$ cat src/rtl/ahb_arbiter_pkg.sv
// Shared AHB transfer/burst encodings and helpers for the arbiter slice.
package ahb_arbiter_pkg;

    localparam int HMASTER_W   = 4;
    localparam int MAX_MASTERS = 16;

    typedef enum logic [1:0] {
        IDLE   = 2'd0,
        BUSY   = 2'd1,
        NONSEQ = 2'd2,
        SEQ    = 2'd3
    } htrans_e;

    typedef enum logic [2:0] {
        SINGLE = 3'd0,
        INCR   = 3'd1,
        WRAP4  = 3'd2,
        INCR4  = 3'd3,
        WRAP8  = 3'd4,
        INCR8  = 3'd5,
        WRAP16 = 3'd6,
        INCR16 = 3'd7
    } hburst_e;

    // Beats remaining after the NONSEQ; undefined-length bursts never hold the bus.
    function automatic logic [3:0] burst_beats(input hburst_e burst);
        logic [3:0] beats;
        beats = 4'd0;
        case (burst)
            WRAP4,  INCR4:  beats = 4'd3;
            WRAP8,  INCR8:  beats = 4'd7;
            WRAP16, INCR16: beats = 4'd15;
            default:        beats = 4'd0;
        endcase
        return beats;
    endfunction

endpackage

$ cat src/rtl/ahb_arbiter_if.sv
// Request/grant bundle between the master agents and the arbiter.
interface ahb_arbiter_if #(
    parameter int NUM_MASTERS = 4
) ();
    import ahb_arbiter_pkg::*;

    logic [NUM_MASTERS-1:0] hbusreq;
    logic [NUM_MASTERS-1:0] hlock;
    htrans_e                htrans;
    hburst_e                hburst;
    logic                   hready;
    logic [NUM_MASTERS-1:0] hgrant;
    logic [HMASTER_W-1:0]   hmaster;
    logic                   hmastlock;

    // The arbiter is the slave side of this bundle.
    modport slave (
        input  hbusreq, hlock, htrans, hburst, hready,
        output hgrant, hmaster, hmastlock
    );

    modport master (
        output hbusreq, hlock, htrans, hburst, hready,
        input  hgrant, hmaster, hmastlock
    );

endinterface

$ cat src/rtl/ahb_arb_prio_enc.sv
// Fixed-priority request picker: lowest requesting index wins, default when idle.
module ahb_arb_prio_enc
    import ahb_arbiter_pkg::*;
#(
    parameter int NUM_MASTERS    = 4,
    parameter int DEFAULT_MASTER = 0
) (
    input  logic [NUM_MASTERS-1:0] hbusreq,
    output logic [HMASTER_W-1:0]   winner,
    output logic [NUM_MASTERS-1:0] winner_oh
);

    // Scan from the top so the lowest set index is the last to overwrite.
    always_comb begin
        winner = HMASTER_W'(DEFAULT_MASTER);
        for (int i = NUM_MASTERS - 1; i >= 0; i--) begin
            if (hbusreq[i]) begin
                winner = HMASTER_W'(i);
            end
        end
    end

    for (genvar gi = 0; gi < NUM_MASTERS; gi++) begin : g_oh
        assign winner_oh[gi] = (winner == HMASTER_W'(gi));
    end

endmodule

$ cat src/rtl/ahb_arbiter.sv
// AHB fixed-priority arbiter: holds the grant through fixed-length bursts and locked sequences.
module ahb_arbiter
    import ahb_arbiter_pkg::*;
#(
    parameter int NUM_MASTERS    = 4,
    parameter int DEFAULT_MASTER = 0
) (
    input  logic        hclk,
    input  logic        hreset,
    ahb_arbiter_if.slave bus
);

    localparam logic [NUM_MASTERS-1:0] GRANT_RST = NUM_MASTERS'(1) << DEFAULT_MASTER;

    logic [NUM_MASTERS-1:0] hgrant_reg;
    logic [NUM_MASTERS-1:0] hgrant_next;
    logic [HMASTER_W-1:0]   hmaster_reg;
    logic [3:0]             beats_left_reg;
    logic [3:0]             beats_left_next;
    logic [HMASTER_W-1:0]   gidx;
    logic [HMASTER_W-1:0]   winner;
    logic [NUM_MASTERS-1:0] winner_oh;
    logic                   locked;
    logic                   seq_accepted;
    logic                   arb_open;

    ahb_arb_prio_enc #(
        .NUM_MASTERS   (NUM_MASTERS),
        .DEFAULT_MASTER(DEFAULT_MASTER)
    ) u_prio_enc (
        .hbusreq  (bus.hbusreq),
        .winner   (winner),
        .winner_oh(winner_oh)
    );

    always_comb begin
        gidx = '0;
        for (int i = 0; i < NUM_MASTERS; i++) begin
            if (hgrant_reg[i]) begin
                gidx = HMASTER_W'(i);
            end
        end
    end

    // hgrant is one-hot, so masking avoids a variable-width index into hlock.
    assign locked       = |(bus.hlock & hgrant_reg);
    assign seq_accepted = bus.hready && (bus.htrans == SEQ);
    assign arb_open     = !locked &&
                          ((beats_left_reg == 4'd0) ||
                           ((beats_left_reg == 4'd1) && seq_accepted));

    always_comb begin
        beats_left_next = beats_left_reg;
        if (bus.hready) begin
            case (bus.htrans)
                NONSEQ:  beats_left_next = burst_beats(bus.hburst);
                SEQ:     if (beats_left_reg != 4'd0) beats_left_next = beats_left_reg - 4'd1;
                IDLE:    beats_left_next = 4'd0;
                default: beats_left_next = beats_left_reg;
            endcase
        end
    end

    always_comb begin
        hgrant_next = hgrant_reg;
        if (arb_open && (winner != gidx)) begin
            hgrant_next = winner_oh;
        end
    end

    always_ff @(posedge hclk or posedge hreset) begin
        if (hreset) begin
            hgrant_reg     <= GRANT_RST;
            hmaster_reg    <= HMASTER_W'(DEFAULT_MASTER);
            beats_left_reg <= 4'd0;
        end else begin
            hgrant_reg     <= hgrant_next;
            beats_left_reg <= beats_left_next;
            if (bus.hready) begin
                hmaster_reg <= gidx;
            end
        end
    end

    assign bus.hgrant    = hgrant_reg;
    assign bus.hmaster   = hmaster_reg;
    assign bus.hmastlock = locked;

endmodule

$ cat src/flat_wrapper.sv
// flat-port wrapper written by rule: the top's interface ports become plain ports
module ahb_arbiter_flat import ahb_arbiter_pkg::*;
#(
    parameter int NUM_MASTERS    = 4,
    parameter int DEFAULT_MASTER = 0
)
  (hclk, hreset, bus_hbusreq, bus_hlock, bus_htrans, bus_hburst, bus_hready, bus_hgrant, bus_hmaster, bus_hmastlock);
  ahb_arbiter_if #(.NUM_MASTERS(NUM_MASTERS)) bus_i ();
  input  logic hclk;
  input  logic hreset;
  input wire logic [$bits(bus_i.hbusreq)-1:0] bus_hbusreq;
  input wire logic [$bits(bus_i.hlock)-1:0] bus_hlock;
  input wire logic [$bits(bus_i.htrans)-1:0] bus_htrans;
  input wire logic [$bits(bus_i.hburst)-1:0] bus_hburst;
  input wire logic [$bits(bus_i.hready)-1:0] bus_hready;
  output wire logic [$bits(bus_i.hgrant)-1:0] bus_hgrant;
  output wire logic [$bits(bus_i.hmaster)-1:0] bus_hmaster;
  output wire logic [$bits(bus_i.hmastlock)-1:0] bus_hmastlock;
  assign bus_i.hbusreq = bus_hbusreq;
  assign bus_i.hlock = bus_hlock;
  assign bus_i.htrans = bus_htrans;
  assign bus_i.hburst = bus_hburst;
  assign bus_i.hready = bus_hready;
  assign bus_hgrant = bus_i.hgrant;
  assign bus_hmaster = bus_i.hmaster;
  assign bus_hmastlock = bus_i.hmastlock;
  ahb_arbiter #(.NUM_MASTERS(NUM_MASTERS), .DEFAULT_MASTER(DEFAULT_MASTER)) u_core (.hclk(hclk), .hreset(hreset), .bus(bus_i));
endmodule
$ cat config.mk
export PLATFORM = sky130hd
export DESIGN_NAME = ahb_arbiter_flat
export DESIGN_NICKNAME = d
export VERILOG_FILES = /design/src/rtl/ahb_arbiter_pkg.sv /design/src/rtl/ahb_arbiter_if.sv /design/src/rtl/ahb_arb_prio_enc.sv /design/src/rtl/ahb_arbiter.sv /design/src/flat_wrapper.sv
export SDC_FILE = /design/constraint.sdc
export NUM_CORES = 1
export LEC_CHECK = 0
export BUFFER_PORTS_ARGS = -buffer_cell sky130_fd_sc_hd__buf_2
export CORE_MARGIN = 10
export CORE_UTILIZATION = 51
export DETAILED_ROUTE_END_ITERATION = 7
export PLACE_DENSITY_LB_ADDON = 0.05
export SKIP_CTS_REPAIR_TIMING = 1
export SYNTH_ARGS = -nofsm -noshare
export SYNTH_HDL_FRONTEND = slang
export SYNTH_SLANG_ARGS = --single-unit
$ cat constraint.sdc
create_clock -name hclk -period 2.8 [get_ports hclk]
set_input_delay 0.14 -clock hclk [delete_from_list [all_inputs] [get_ports hclk]]
set_output_delay 0.14 -clock hclk [all_outputs]
set_load 0.05 [all_outputs]
==> results_tabular.tex, run 1 <==
\begin{tabular}{lr}
\hline
Metric & Value \\
\hline
\multicolumn{2}{l}{\textbf{Yosys}} \\
Mean instance size in the synthesized netlist & 9.43 um2 \\
Number of enable-type register cells in the synthesized netlist & 0 \\
Share of synthesized flip-flops with an asynchronous set or reset & 100\% \\
Register bit total from synthesis & 10 \\
Main synth FF type & dfrtp\_1 \\
Ys Warns & 0 \\
Post-synthesis cell type with the largest combined area & dfrtp\_1 \\
Summed instance area of the synthesized netlist & 707 um2 \\
Share of Yosys cell area claimed by the top area cell type & 31.9\% \\
Post-synthesis instance total & 75 \\
Leading post-synthesis cells by cell area & dfrtp\_1 (32\%), ha\_1 (7.1\%), mux2i\_1 (5.7\%) \\
Unique cell type count in the Yosys netlist & 28 \\
Fraction of the yosys area taken by sequential cells & 35.6\% \\
\multicolumn{2}{l}{\textbf{STA}} \\
Worst-case setup margin in the final layout & approximately 1.2 ns \\
Final Hold Viols & 0 \\
Final Max Tran Viols & 0 \\
Total Negative Setup Slacks & 0 ns \\
Shortest clock period the worst path allows after layout & $\sim$1.6 ns \\
Period utilization & 56.7\% \\
Setup repair after global routing missed its margin & false \\
Final setup violating endpoints & 0 \\
Final hold slack & 0.128 ns \\
Setup clock skew after layout & 0.0121 ns \\
Fmax & 0.630 GHz \\
\multicolumn{2}{l}{\textbf{Clock network}} \\
H-tree depth & 1 \\
Clock-pin slew on the worst setup and hold paths & 0.07 ns \\
Total CTS buffers & 3 \\
CTS tree & done \\
Buffer depth of the longest clock path & 2 \\
TritonCTS sink count & 10 \\
Clock latency of the later-clocked register in the worst-skew pair & between 0.2 and 0.3 ns \\
Clock root buffer & clkbuf\_4 \\
\multicolumn{2}{l}{\textbf{Critical path}} \\
Ordered cell list for the critical path & inv\_1, ha\_1, a31oi\_1, nor2\_1, o2111ai\_4, mux2\_4 \\
Setup crit start & u\_core.beats\_left\_reg[0]\$\_DFFE\_PP0P\_ \\
Critical path capture point type & flop \\
CP delay by family, top & flip-flops \\
Launching element type of the critical path & flop \\
Max stage delay cell, worst path & dfrtp\_1 \\
Data arrival time of the critical path & roughly 1.7 ns \\
Req. time, crit path & 2.94 ns \\
Internal reg-to-reg setup slack & 1.21 ns \\
Category of the most critical setup path & flop to flop \\
Highest cell delay on the worst timing path & 0.40 ns \\
Number of cells on the critical path & 6 \\
Crit path to & u\_core.bus.hgrant[1]\$\_DFFE\_PP0P\_ \\
Worst reg2reg endpoint & u\_core.bus.hgrant[1]\$\_DFFE\_PP0P\_ \\
Worst Path Max Fanout & 4 \\
Worst r2r path cells & 6 \\
Total buffers and inverters traversed by the critical path & 1 \\
Worst reg2reg path startpoint & u\_core.beats\_left\_reg[0]\$\_DFFE\_PP0P\_ \\
\multicolumn{2}{l}{\textbf{Floorplanning}} \\
I/O pins & 25 \\
Full die area & 3280 um2 \\
DIE WIDTH & between 50 and 60 um \\
Vertical die dimension & 57.2 um \\
Starting density of the core & 54.3\% \\
Row Count & 13 \\
Core footprint & around 1300 um2 \\
\multicolumn{2}{l}{\textbf{Power}} \\
Net load switching power & 0.381 mW \\
Worst VDD drop & between 0.4 and 0.5 mV \\
Clock share of power & roughly 13\% \\
Proportion of power drawn by combinational gates & 54.6\% \\
Pwr per Cell Area & between 800 and 900 nW/um2 \\
Switching share of power & 50.0\% \\
Share of total power in sequential cells & between 30\% and 40\% \\
Static Leak & between 0.4 and 0.5 nW \\
Total internal power & 0.381 mW \\
Pwr Total & 0.763 mW \\
\multicolumn{2}{l}{\textbf{Route}} \\
Number of DRC violations after detailed-routing iteration 0 & 7 \\
Routed via count & 580 \\
DRC violation count after routing & 0 \\
Detailed-route wire length per cell & $\sim$13 um \\
Routed wire length & 1.50 mm \\
Mean number of vias per cell & around 5.0 \\
Detail Route Antenna Nets & 0 \\
First-pass detailed-route iteration total & 4 \\
\multicolumn{2}{l}{\textbf{Outcome}} \\
Status & completed \\
\multicolumn{2}{l}{\textbf{GRT}} \\
Aggregate global-route resource usage & 9.63\% \\
Initial antenna violation count & 0 \\
First-pass GRT wire length & around 2.5 mm \\
Global-route congestion overflow total & 0 \\
Number of global-route vias before repair & 577 \\
Largest net degree at the start of global routing & 11 \\
\multicolumn{2}{l}{\textbf{Hold path}} \\
Class of the tightest hold or removal check & input pin to flop \\
Depth of the worst hold-timing path & 2 \\
Worst Min Path Start & bus\_hready \\
\multicolumn{2}{l}{\textbf{Place}} \\
Setup Slack @ Placement & 1.20 ns \\
Dpl cells & 110 \\
Total of buffers placed on input and output ports & 21 \\
Post-detailed-placement half-perimeter wirelength & 1.28 mm \\
Global placement routability congestion & 0.802 \\
\multicolumn{2}{l}{\textbf{Run}} \\
Number of maximum-capacitance violations & 0 \\
\multicolumn{2}{l}{\textbf{Finish}} \\
Storage cell area & 251 um2 \\
Net count reported at finish & approximately 120 \\
Area overhead of the layout relative to synthesis & 21.1\% \\
Number of filler instances in the final layout & 103 \\
Antenna cells & 0 \\
Non-Filler Instances & 115 \\
Fraction of layout cells with a size suffix above 1 & 35.0\% \\
Area used by multi-input combinational logic & 418 um2 \\
\hline
\end{tabular}
power by group through the flow:
| stage | Combinational [mW] | Clock, mW | Sequential (mW) |
|---|---|---|---|
| 3_5_place_dp | 0.419 | 0 | 0.246 |
| 4_1_cts | 0.422 | 0.108 | 0.244 |
| 6_report | 0.416 | 0.102 | 0.244 |
| 2_1_floorplan | 0.206 | 0 | 0.366 |
| 5_1_grt | 0.452 | 0.112 | 0.254 |
| 3_3_place_gp | 0.414 | 0 | 0.243 |
worst register-to-register path: cells and delay by family (launching register included):
| kind | cells | cell delay [ns] |
|---|---|---|
| flops | 1 | 0.40 |
| mux | 1 | 0.34 |
| fa+ha+maj | 1 | 0.24 |
| compound gates | 2 | 0.24 |
| simple gates | 1 | 0.17 |
| buf+inv | 1 | 0.08 |
synth_stat cells (2+ instances only):
library cell  n
nand2_1       7
mux2_4        2
mux2i_1       4
xnor2_1       2
a22oi_1       2
nor2b_1       3
buf_4         2
ha_1          4
inv_1         6
dfrtp_1       9
a21oi_1       5
nor2_1        8
o21ai_0       5
nor3_1        2
worst min-delay path by stage:
| stage | endpoint | slack, ns |
|---|---|---|
| 6_report | u_core.bus.hmaster[0]$_DFFE_PP0P_ | 0.13 |
| 5_1_grt | u_core.bus.hmaster[0]$_DFFE_PP0P_ | 0.13 |
| 4_1_cts | u_core.beats_left_reg[2]$_DFFE_PP0P_ | -0.16 |
| 3_5_place_dp | u_core.bus.hmaster[0]$_DFFE_PP0P_ | 0.13 |
| 3_3_place_gp | u_core.bus.hmaster[1]$_DFFE_PP0P_ | 0.13 |
| 2_1_floorplan | u_core.beats_left_reg[0]$_DFFE_PP0P_ | -0.02 |
cells by family (layout without fill, tap and decap cells):
kind of cell / count (synthesis) / count (layout) / share of synthesized area, %
flip-flops: 10 / 10 / 35.6
AND/OR/NAND/NOR: 24 / 24 / 16.3
adder cells (fa/ha/maj): 4 / 4 / 7.08
buffers and inverters: 9 / 33 / 5.84
multiplexers: 6 / 6 / 9.91
AO/OA/AOI/OAI: 19 / 19 / 22.3
other: 1 / 2 / 0.530
XOR/XNOR: 2 / 2 / 2.48
per-layer routing:
layer,share of wire (%),GRT usage [%]
met5,0,0
met2,49,14.7
met1,41,10.4
met4,1.4,3.02
met3,8.6,6.64
placed cells by master, fill, tap and decap left out, types with 3 or more instances in the layout:
cell type	synthesis	layout
dfrtp_1	9	9
nor2_1	8	8
inv_1	6	6
a21oi_1	5	5
nor2b_1	3	3
mux2i_1	4	4
nand2_1	7	7
buf_2	0	21
clkbuf_4	0	3
ha_1	4	4
o21ai_0	5	5
stage by stage:
| step | area, um2 | utilization [%] |
|---|---|---|
| after floorplan | 711 | - |
| after detailed placement | 820 | 63.0 |
| after CTS | 846 | 65.0 |
| after global routing | 856 | 65.8 |
| after global placement | 820 | 63.0 |
| final | 856 | 65.8 |
cell type report:
class	count	share of cell area, %
Sequential cell	10	29.4
Clock buffer	4	3.07
Tap cell	15	2.19
Timing Repair Buffer	22	13.5
Inverter	7	3.07
Multi-Input combinational cell	57	48.8
(Power assumes the default switching activity.)
==> inputs of run 2 (changes only) <==
--- a/config.mk
+++ b/config.mk
@@ -7,7 +7,7 @@
 export LEC_CHECK = 0
 export BUFFER_PORTS_ARGS = -buffer_cell sky130_fd_sc_hd__buf_2
 export CORE_MARGIN = 10
-export CORE_UTILIZATION = 51
+export CORE_UTILIZATION = 43
 export DETAILED_ROUTE_END_ITERATION = 7
 export PLACE_DENSITY_LB_ADDON = 0.05
 export SKIP_CTS_REPAIR_TIMING = 1
==> constraint.sdc (replaced) <==
create_clock -name hclk -period 1.45 [get_ports hclk]
set_input_delay 0.0725 -clock hclk [delete_from_list [all_inputs] [get_ports hclk]]
set_output_delay 0.0725 -clock hclk [all_outputs]
set_load 0.05 [all_outputs]
==> run 2 against run 1 <==
The flow now finishes with violations (setup timing). Register-to-register slack got worse by 1.3 ns. Via count increased by 8.8%. Setup slack got worse by 1.3 ns. Combinational power increased by 130%. Clock-buffer cell count unchanged. Final cell count increased by 7.8%. Critical endpoint unchanged. Largest power group unchanged. Highest routed layer unchanged.
==> results_tabular.tex, run 2 (synthesis results as in run 1) <==
\begin{tabular}{lr}
\hline
Metric & Value \\
\hline
\multicolumn{2}{l}{\textbf{Floorplanning}} \\
Starting density of the core & $\sim$46\% \\
Vertical die dimension & between 60 and 70 um \\
Core footprint & between 1500 and 2000 um2 \\
I/O pins & 25 \\
DIE WIDTH & 60.5 um \\
Full die area & 3670 um2 \\
Row Count & 14 \\
\multicolumn{2}{l}{\textbf{Place}} \\
Global placement routability congestion & 0.796 \\
Setup Slack @ Placement & -0.0534 ns \\
Post-detailed-placement half-perimeter wirelength & $\sim$1.3 mm \\
Total of buffers placed on input and output ports & 21 \\
\multicolumn{2}{l}{\textbf{Route}} \\
Mean number of vias per cell & 5.09 \\
Routed via count & roughly 630 \\
Detailed-route wire length per cell & between 10 and 15 um \\
Detail Route Antenna Nets & 0 \\
First-pass detailed-route iteration total & 4 \\
DRC violation count after routing & 0 \\
Number of DRC violations after detailed-routing iteration 0 & 15 \\
Routed wire length & 1.79 mm \\
\multicolumn{2}{l}{\textbf{STA}} \\
Final setup violating endpoints & 5 \\
Period utilization & 107\% \\
Setup clock skew after layout & $\sim$0.0013 ns \\
Final Hold Viols & 0 \\
Worst-case setup margin in the final layout & -0.100 ns \\
Final Max Tran Viols & 0 \\
Total Negative Setup Slacks & -0.322 ns \\
Shortest clock period the worst path allows after layout & 1.55 ns \\
Fmax & 0.645 GHz \\
Setup repair after global routing missed its margin & true \\
\multicolumn{2}{l}{\textbf{Finish}} \\
Most used cells in the layout excluding fill and tap cells & buf\_2 (21), nor2\_1 (6), nand2\_1 (6), buf\_4 (6), dfrtp\_1 (6) \\
Net count reported at finish & 129 \\
Most common cell after layout, fill and taps aside & buf\_2 \\
Area overhead of the layout relative to synthesis & 39.3\% \\
Number of filler instances in the final layout & 125 \\
Fraction of layout cells with a size suffix above 1 & around half \\
Antenna cells & 0 \\
\multicolumn{2}{l}{\textbf{GRT}} \\
Global-route congestion overflow total & 0 \\
Largest net degree at the start of global routing & 11 \\
Layer with the highest usage & met2 \\
GR met3 Demand/Resource & 2.30\% \\
First-pass GRT wire length & approximately 2.8 mm \\
Met2 GRT Util & 17.8\% \\
Initial antenna violation count & 0 \\
Aggregate global-route resource usage & 9.98\% \\
Number of global-route vias before repair & 660 \\
Global Route met1 Usage & 11.2\% \\
\multicolumn{2}{l}{\textbf{Power}} \\
Share of total power in sequential cells & 28.3\% \\
Pwr Total & around 1.7 mW \\
Worst VDD drop & roughly 1.1 mV \\
Total internal power & between 0.8 and 0.9 mW \\
Switching share of power & 47.7\% \\
Clock share of power & 15.2\% \\
Proportion of power drawn by combinational gates & 56.5\% \\
Static Leak & 0.482 nW \\
Pwr per Cell Area & about 1700 nW/um2 \\
Net load switching power & 0.821 mW \\
\multicolumn{2}{l}{\textbf{Critical path}} \\
Req. time, crit path & 1.60 ns \\
Ordered cell list for the critical path & inv\_2, ha\_1, a31oi\_2, nor2\_4, o2111ai\_4, mux2\_4 \\
Category of the most critical setup path & flop to flop \\
Total buffers and inverters traversed by the critical path & 1 \\
Highest cell delay on the worst timing path & 0.39 ns \\
CP delay by family, top & flip-flops \\
Worst r2r path cells & 6 \\
Critical path capture point type & flop \\
Data arrival time of the critical path & 1.70 ns \\
Launching element type of the critical path & flop \\
Number of cells on the critical path & 6 \\
Max stage delay cell, worst path & dfrtp\_1 \\
Worst Path Max Fanout & 4 \\
\multicolumn{2}{l}{\textbf{Clock network}} \\
Clock root buffer & clkbuf\_4 \\
Buffer depth of the longest clock path & 2 \\
H-tree depth & 1 \\
Total CTS buffers & 3 \\
TritonCTS sink count & 10 \\
Clock-pin slew on the worst setup and hold paths & 0.08 ns \\
Clock latency of the later-clocked register in the worst-skew pair & 0.26 ns \\
CTS tree & done \\
\multicolumn{2}{l}{\textbf{Hold path}} \\
Depth of the worst hold-timing path & 2 \\
Class of the tightest hold or removal check & input pin to flop \\
\multicolumn{2}{l}{\textbf{Outcome}} \\
Status & finished, violations left \\
Violated checks & setup timing \\
\multicolumn{2}{l}{\textbf{Run}} \\
Number of maximum-capacitance violations & 0 \\
\hline
\end{tabular}
## run 2: cell count changes in the layout (fill, tap and decap cells not counted), sizes merged
cell  delta
buf      +8
## run 2: per-stage QoR
stage	std cells	util, %	cell area (um2)	hold WS (ns)
final	124	64.6	985	0.0679
after floorplan	76	-	739	-0.0882
after detailed placement	118	59.2	902	0.0857
after global routing	124	64.6	985	0.0932
after global placement	118	59.2	902	0.0719
after CTS	122	61.6	938	-0.205
## run 2: final timing paths
| kind | from | end | slack (ns) |
|---|---|---|---|
| max in group asynchronous | hreset | u_core.bus.hgrant[0]$_DFFE_PP1P_ | 0.79 |
| worst min-delay path | bus_hready | u_core.bus.hmaster[1]$_DFFE_PP0P_ | 0.07 |
| worst max-delay path | u_core.beats_left_reg[1]$_DFFE_PP0P_ | u_core.bus.hgrant[1]$_DFFE_PP0P_ | -0.10 |
| worst min register to register | u_core.bus.hgrant[0]$_DFFE_PP1P_ | u_core.bus.hgrant[0]$_DFFE_PP1P_ | 0.49 |
| min in group asynchronous | hreset | u_core.beats_left_reg[0]$_DFFE_PP0P_ | 0.34 |
| worst max register to register | u_core.beats_left_reg[1]$_DFFE_PP0P_ | u_core.bus.hgrant[1]$_DFFE_PP0P_ | -0.10 |
## run 2: power by group through the flow
stage / Sequential (mW) / Combinational [mW] / Clock, mW
floorplan: 0.721 / 0.441 / 0
global placement: 0.482 / 0.922 / 0
detailed placement: 0.489 / 0.928 / 0
CTS: 0.484 / 0.934 / 0.268
global route: 0.509 / 1.04 / 0.277
finish: 0.487 / 0.971 / 0.261
## run 2: metal layers
layer | routed length (um) | share of wire [%]
met1 | 726 | 41
met5 | 0 | 0
met2 | 921 | 52
met4 | 29 | 1.6
met3 | 112 | 6.3
## run 2: cell type report
type | instances | area (um2) | share of cell area [%]
Tap cell | 16 | 20.0 | 2.03
Sequential cell | 10 | 255 | 25.9
Multi-Input combinational cell | 57 | 464 | 47.1
Inverter | 7 | 26.3 | 2.67
Clock buffer | 4 | 36.3 | 3.68
Timing Repair Buffer | 30 | 183 | 18.6
==> inputs of run 3 (changes only) <==
--- a/config.mk
+++ b/config.mk
@@ -9,8 +9,9 @@
 export CORE_MARGIN = 10
 export CORE_UTILIZATION = 43
 export DETAILED_ROUTE_END_ITERATION = 7
-export PLACE_DENSITY_LB_ADDON = 0.05
+export PLACE_DENSITY_LB_ADDON = 0.15
 export SKIP_CTS_REPAIR_TIMING = 1
+export SLEW_MARGIN = 20
 export SYNTH_ARGS = -nofsm -noshare
 export SYNTH_HDL_FRONTEND = slang
 export SYNTH_SLANG_ARGS = --single-unit
==> run 3 against run 2 <==
The flow still finishes with violations (setup timing). Global-route usage down 1.1 points. Combinational power fell by 5.4%. Critical path depth is 1 higher. Power down 3.3%. Via count fell by 5.5%. Clock skew is 0.0026 ns higher. Design area fell by 2.8%. Sequential power increased by 1%.
==> results_tabular.tex, run 3 (synthesis results as in run 1) <==
\begin{tabular}{lr}
\hline
Metric & Value \\
\hline
\multicolumn{2}{l}{\textbf{Outcome}} \\
Status & finished, violations left \\
Violated checks & setup timing \\
\multicolumn{2}{l}{\textbf{Floorplanning}} \\
Starting density of the core & 46.4\% \\
Vertical die dimension & 60.5 um \\
Core footprint & 1520 um2 \\
Row Count & 14 \\
DIE WIDTH & 60.5 um \\
Full die area & 3670 um2 \\
I/O pins & 25 \\
\multicolumn{2}{l}{\textbf{Power}} \\
Net load switching power & 0.805 mW \\
Clock share of power & 15.0\% \\
Share of total power in sequential cells & 29.7\% \\
Total internal power & 0.857 mW \\
Worst VDD drop & 0.998 mV \\
Switching share of power & 48.4\% \\
Static Leak & 0.470 nW \\
Proportion of power drawn by combinational gates & 55.3\% \\
Pwr Total & about 1.7 mW \\
Pwr per Cell Area & between 1500 and 2000 nW/um2 \\
\multicolumn{2}{l}{\textbf{Clock network}} \\
H-tree depth & 1 \\
Clock latency of the later-clocked register in the worst-skew pair & $\sim$0.26 ns \\
Clock-pin slew on the worst setup and hold paths & 0.07 ns \\
Clock root buffer & clkbuf\_4 \\
Buffer depth of the longest clock path & 2 \\
Total CTS buffers & 3 \\
CTS tree & done \\
TritonCTS sink count & 10 \\
\multicolumn{2}{l}{\textbf{Finish}} \\
Most used cells in the layout excluding fill and tap cells & buf\_2 (21), nor2\_1 (7), nand2\_1 (6), dfrtp\_1 (6) \\
Utilization after layout & between 60\% and 70\% \\
Net count reported at finish & 126 \\
Area overhead of the layout relative to synthesis & 35.4\% \\
Fraction of layout cells with a size suffix above 1 & 49.5\% \\
Most common cell after layout, fill and taps aside & buf\_2 \\
Antenna cells & 0 \\
\multicolumn{2}{l}{\textbf{Place}} \\
Post-detailed-placement half-perimeter wirelength & 1.32 mm \\
Global placement routability congestion & 0.786 \\
Total of buffers placed on input and output ports & 21 \\
\multicolumn{2}{l}{\textbf{STA}} \\
Final Max Tran Viols & 0 \\
Worst-case setup margin in the final layout & -0.0491 ns \\
Setup clock skew after layout & 0.00388 ns \\
Shortest clock period the worst path allows after layout & 1.50 ns \\
Final Hold Viols & 0 \\
Total Negative Setup Slacks & -0.147 ns \\
Final setup violating endpoints & 6 \\
Setup repair after global routing missed its margin & true \\
Fmax & 0.667 GHz \\
Period utilization & 103\% \\
\multicolumn{2}{l}{\textbf{GRT}} \\
Layer with the highest usage & met2 \\
Global-route congestion overflow total & 0 \\
Global Route met1 Usage & between 10\% and 20\% \\
First-pass GRT wire length & 2.55 mm \\
GR met3 Demand/Resource & 4.80\% \\
Largest net degree at the start of global routing & 11 \\
Number of global-route vias before repair & 602 \\
Aggregate global-route resource usage & under 10\% \\
Initial antenna violation count & 0 \\
Met2 GRT Util & 13.8\% \\
\multicolumn{2}{l}{\textbf{Run}} \\
Number of maximum-capacitance violations & 0 \\
\multicolumn{2}{l}{\textbf{Route}} \\
Mean number of vias per cell & 4.93 \\
DRC violation count after routing & 0 \\
Number of DRC violations after detailed-routing iteration 0 & 20 \\
Routed via count & 596 \\
Routed wire length & 1.65 mm \\
Detailed-route wire length per cell & 13.6 um \\
First-pass detailed-route iteration total & 4 \\
Detail Route Antenna Nets & 0 \\
\multicolumn{2}{l}{\textbf{Critical path}} \\
Setup crit start & u\_core.beats\_left\_reg[0]\$\_DFFE\_PP0P\_ \\
Internal reg-to-reg setup slack & -0.05 ns \\
Worst Path Max Fanout & 3 \\
Launching element type of the critical path & flop \\
Worst reg2reg path startpoint & u\_core.beats\_left\_reg[0]\$\_DFFE\_PP0P\_ \\
Worst reg2reg endpoint & u\_core.beats\_left\_reg[2]\$\_DFFE\_PP0P\_ \\
Critical path capture point type & flop \\
Worst r2r path cells & 7 \\
Req. time, crit path & approximately 1.6 ns \\
Crit path to & u\_core.beats\_left\_reg[2]\$\_DFFE\_PP0P\_ \\
Category of the most critical setup path & flop to flop \\
Data arrival time of the critical path & 1.69 ns \\
\multicolumn{2}{l}{\textbf{Hold path}} \\
Class of the tightest hold or removal check & input pin to flop \\
\hline
\end{tabular}
run 3: changes by cell type in the layout (fill, tap and decap cells not counted), sizes merged:
cell	change
buf	-3
run 3: per-stage QoR:
step                instance area [um2]  setup WS, ns  std cells  hold slack [ns]
floorplan                           739        -0.174         76          -0.0882
global placement                    880       -0.0256        115           0.0666
detailed placement                  880       -0.0390        115           0.0597
CTS                                 916       -0.0532        119           -0.232
global route                        957        -0.149        121           0.0768
finish                              957       -0.0491        121           0.0661
run 3: worst max-delay path, stage by stage (launching register included):
cell and delay (ns):
dfrtp_1 0.38, inv_2 0.06, ha_4 0.16, buf_6 0.11, a311oi_4 0.31, nor2b_4 0.20, mux2i_1 0.07, o21ai_1 0.14
run 3: cell type report:
cell class	count	area, um2
Clock buffer	4	36.3
Fill cell	137	567
Inverter	7	26.3
Multi-Input combinational cell	57	463
Sequential cell	10	255
Tap cell	16	20.0
Timing Repair Buffer	27	156
run 3: metal layers:
| layer | wire length [um] | part of all wire, % |
|---|---|---|
| met4 | 0 | 0 |
| met3 | 149 | 9.0 |
| met2 | 782 | 47 |
| met5 | 0 | 0 |
| met1 | 716 | 43 |
run 3: power groups by stage:
| stage | Sequential (mW) | Clock, mW | Combinational, mW |
|---|---|---|---|
| after floorplan | 0.721 | 0 | 0.441 |
| after global placement | 0.488 | 0 | 0.879 |
| after detailed placement | 0.489 | 0 | 0.881 |
| after CTS | 0.487 | 0.261 | 0.885 |
| after global routing | 0.511 | 0.275 | 0.987 |
| final | 0.493 | 0.250 | 0.919 |
run 3: worst min-delay path by stage:
stage | start | endpoint | slack (ns) | depth (start not counted)
3_3_place_gp | hreset | u_core.bus.hmaster[1]$_DFFE_PP0P_ | 0.07 | 2
3_5_place_dp | hreset | u_core.beats_left_reg[2]$_DFFE_PP0P_ | 0.06 | 2
5_1_grt | bus_hready | u_core.bus.hmaster[1]$_DFFE_PP0P_ | 0.08 | 2
6_report | bus_hready | u_core.bus.hmaster[1]$_DFFE_PP0P_ | 0.07 | 2
4_1_cts | hreset | u_core.beats_left_reg[2]$_DFFE_PP0P_ | -0.23 | 2
2_1_floorplan | hreset | u_core.beats_left_reg[0]$_DFFE_PP0P_ | -0.09 | 1
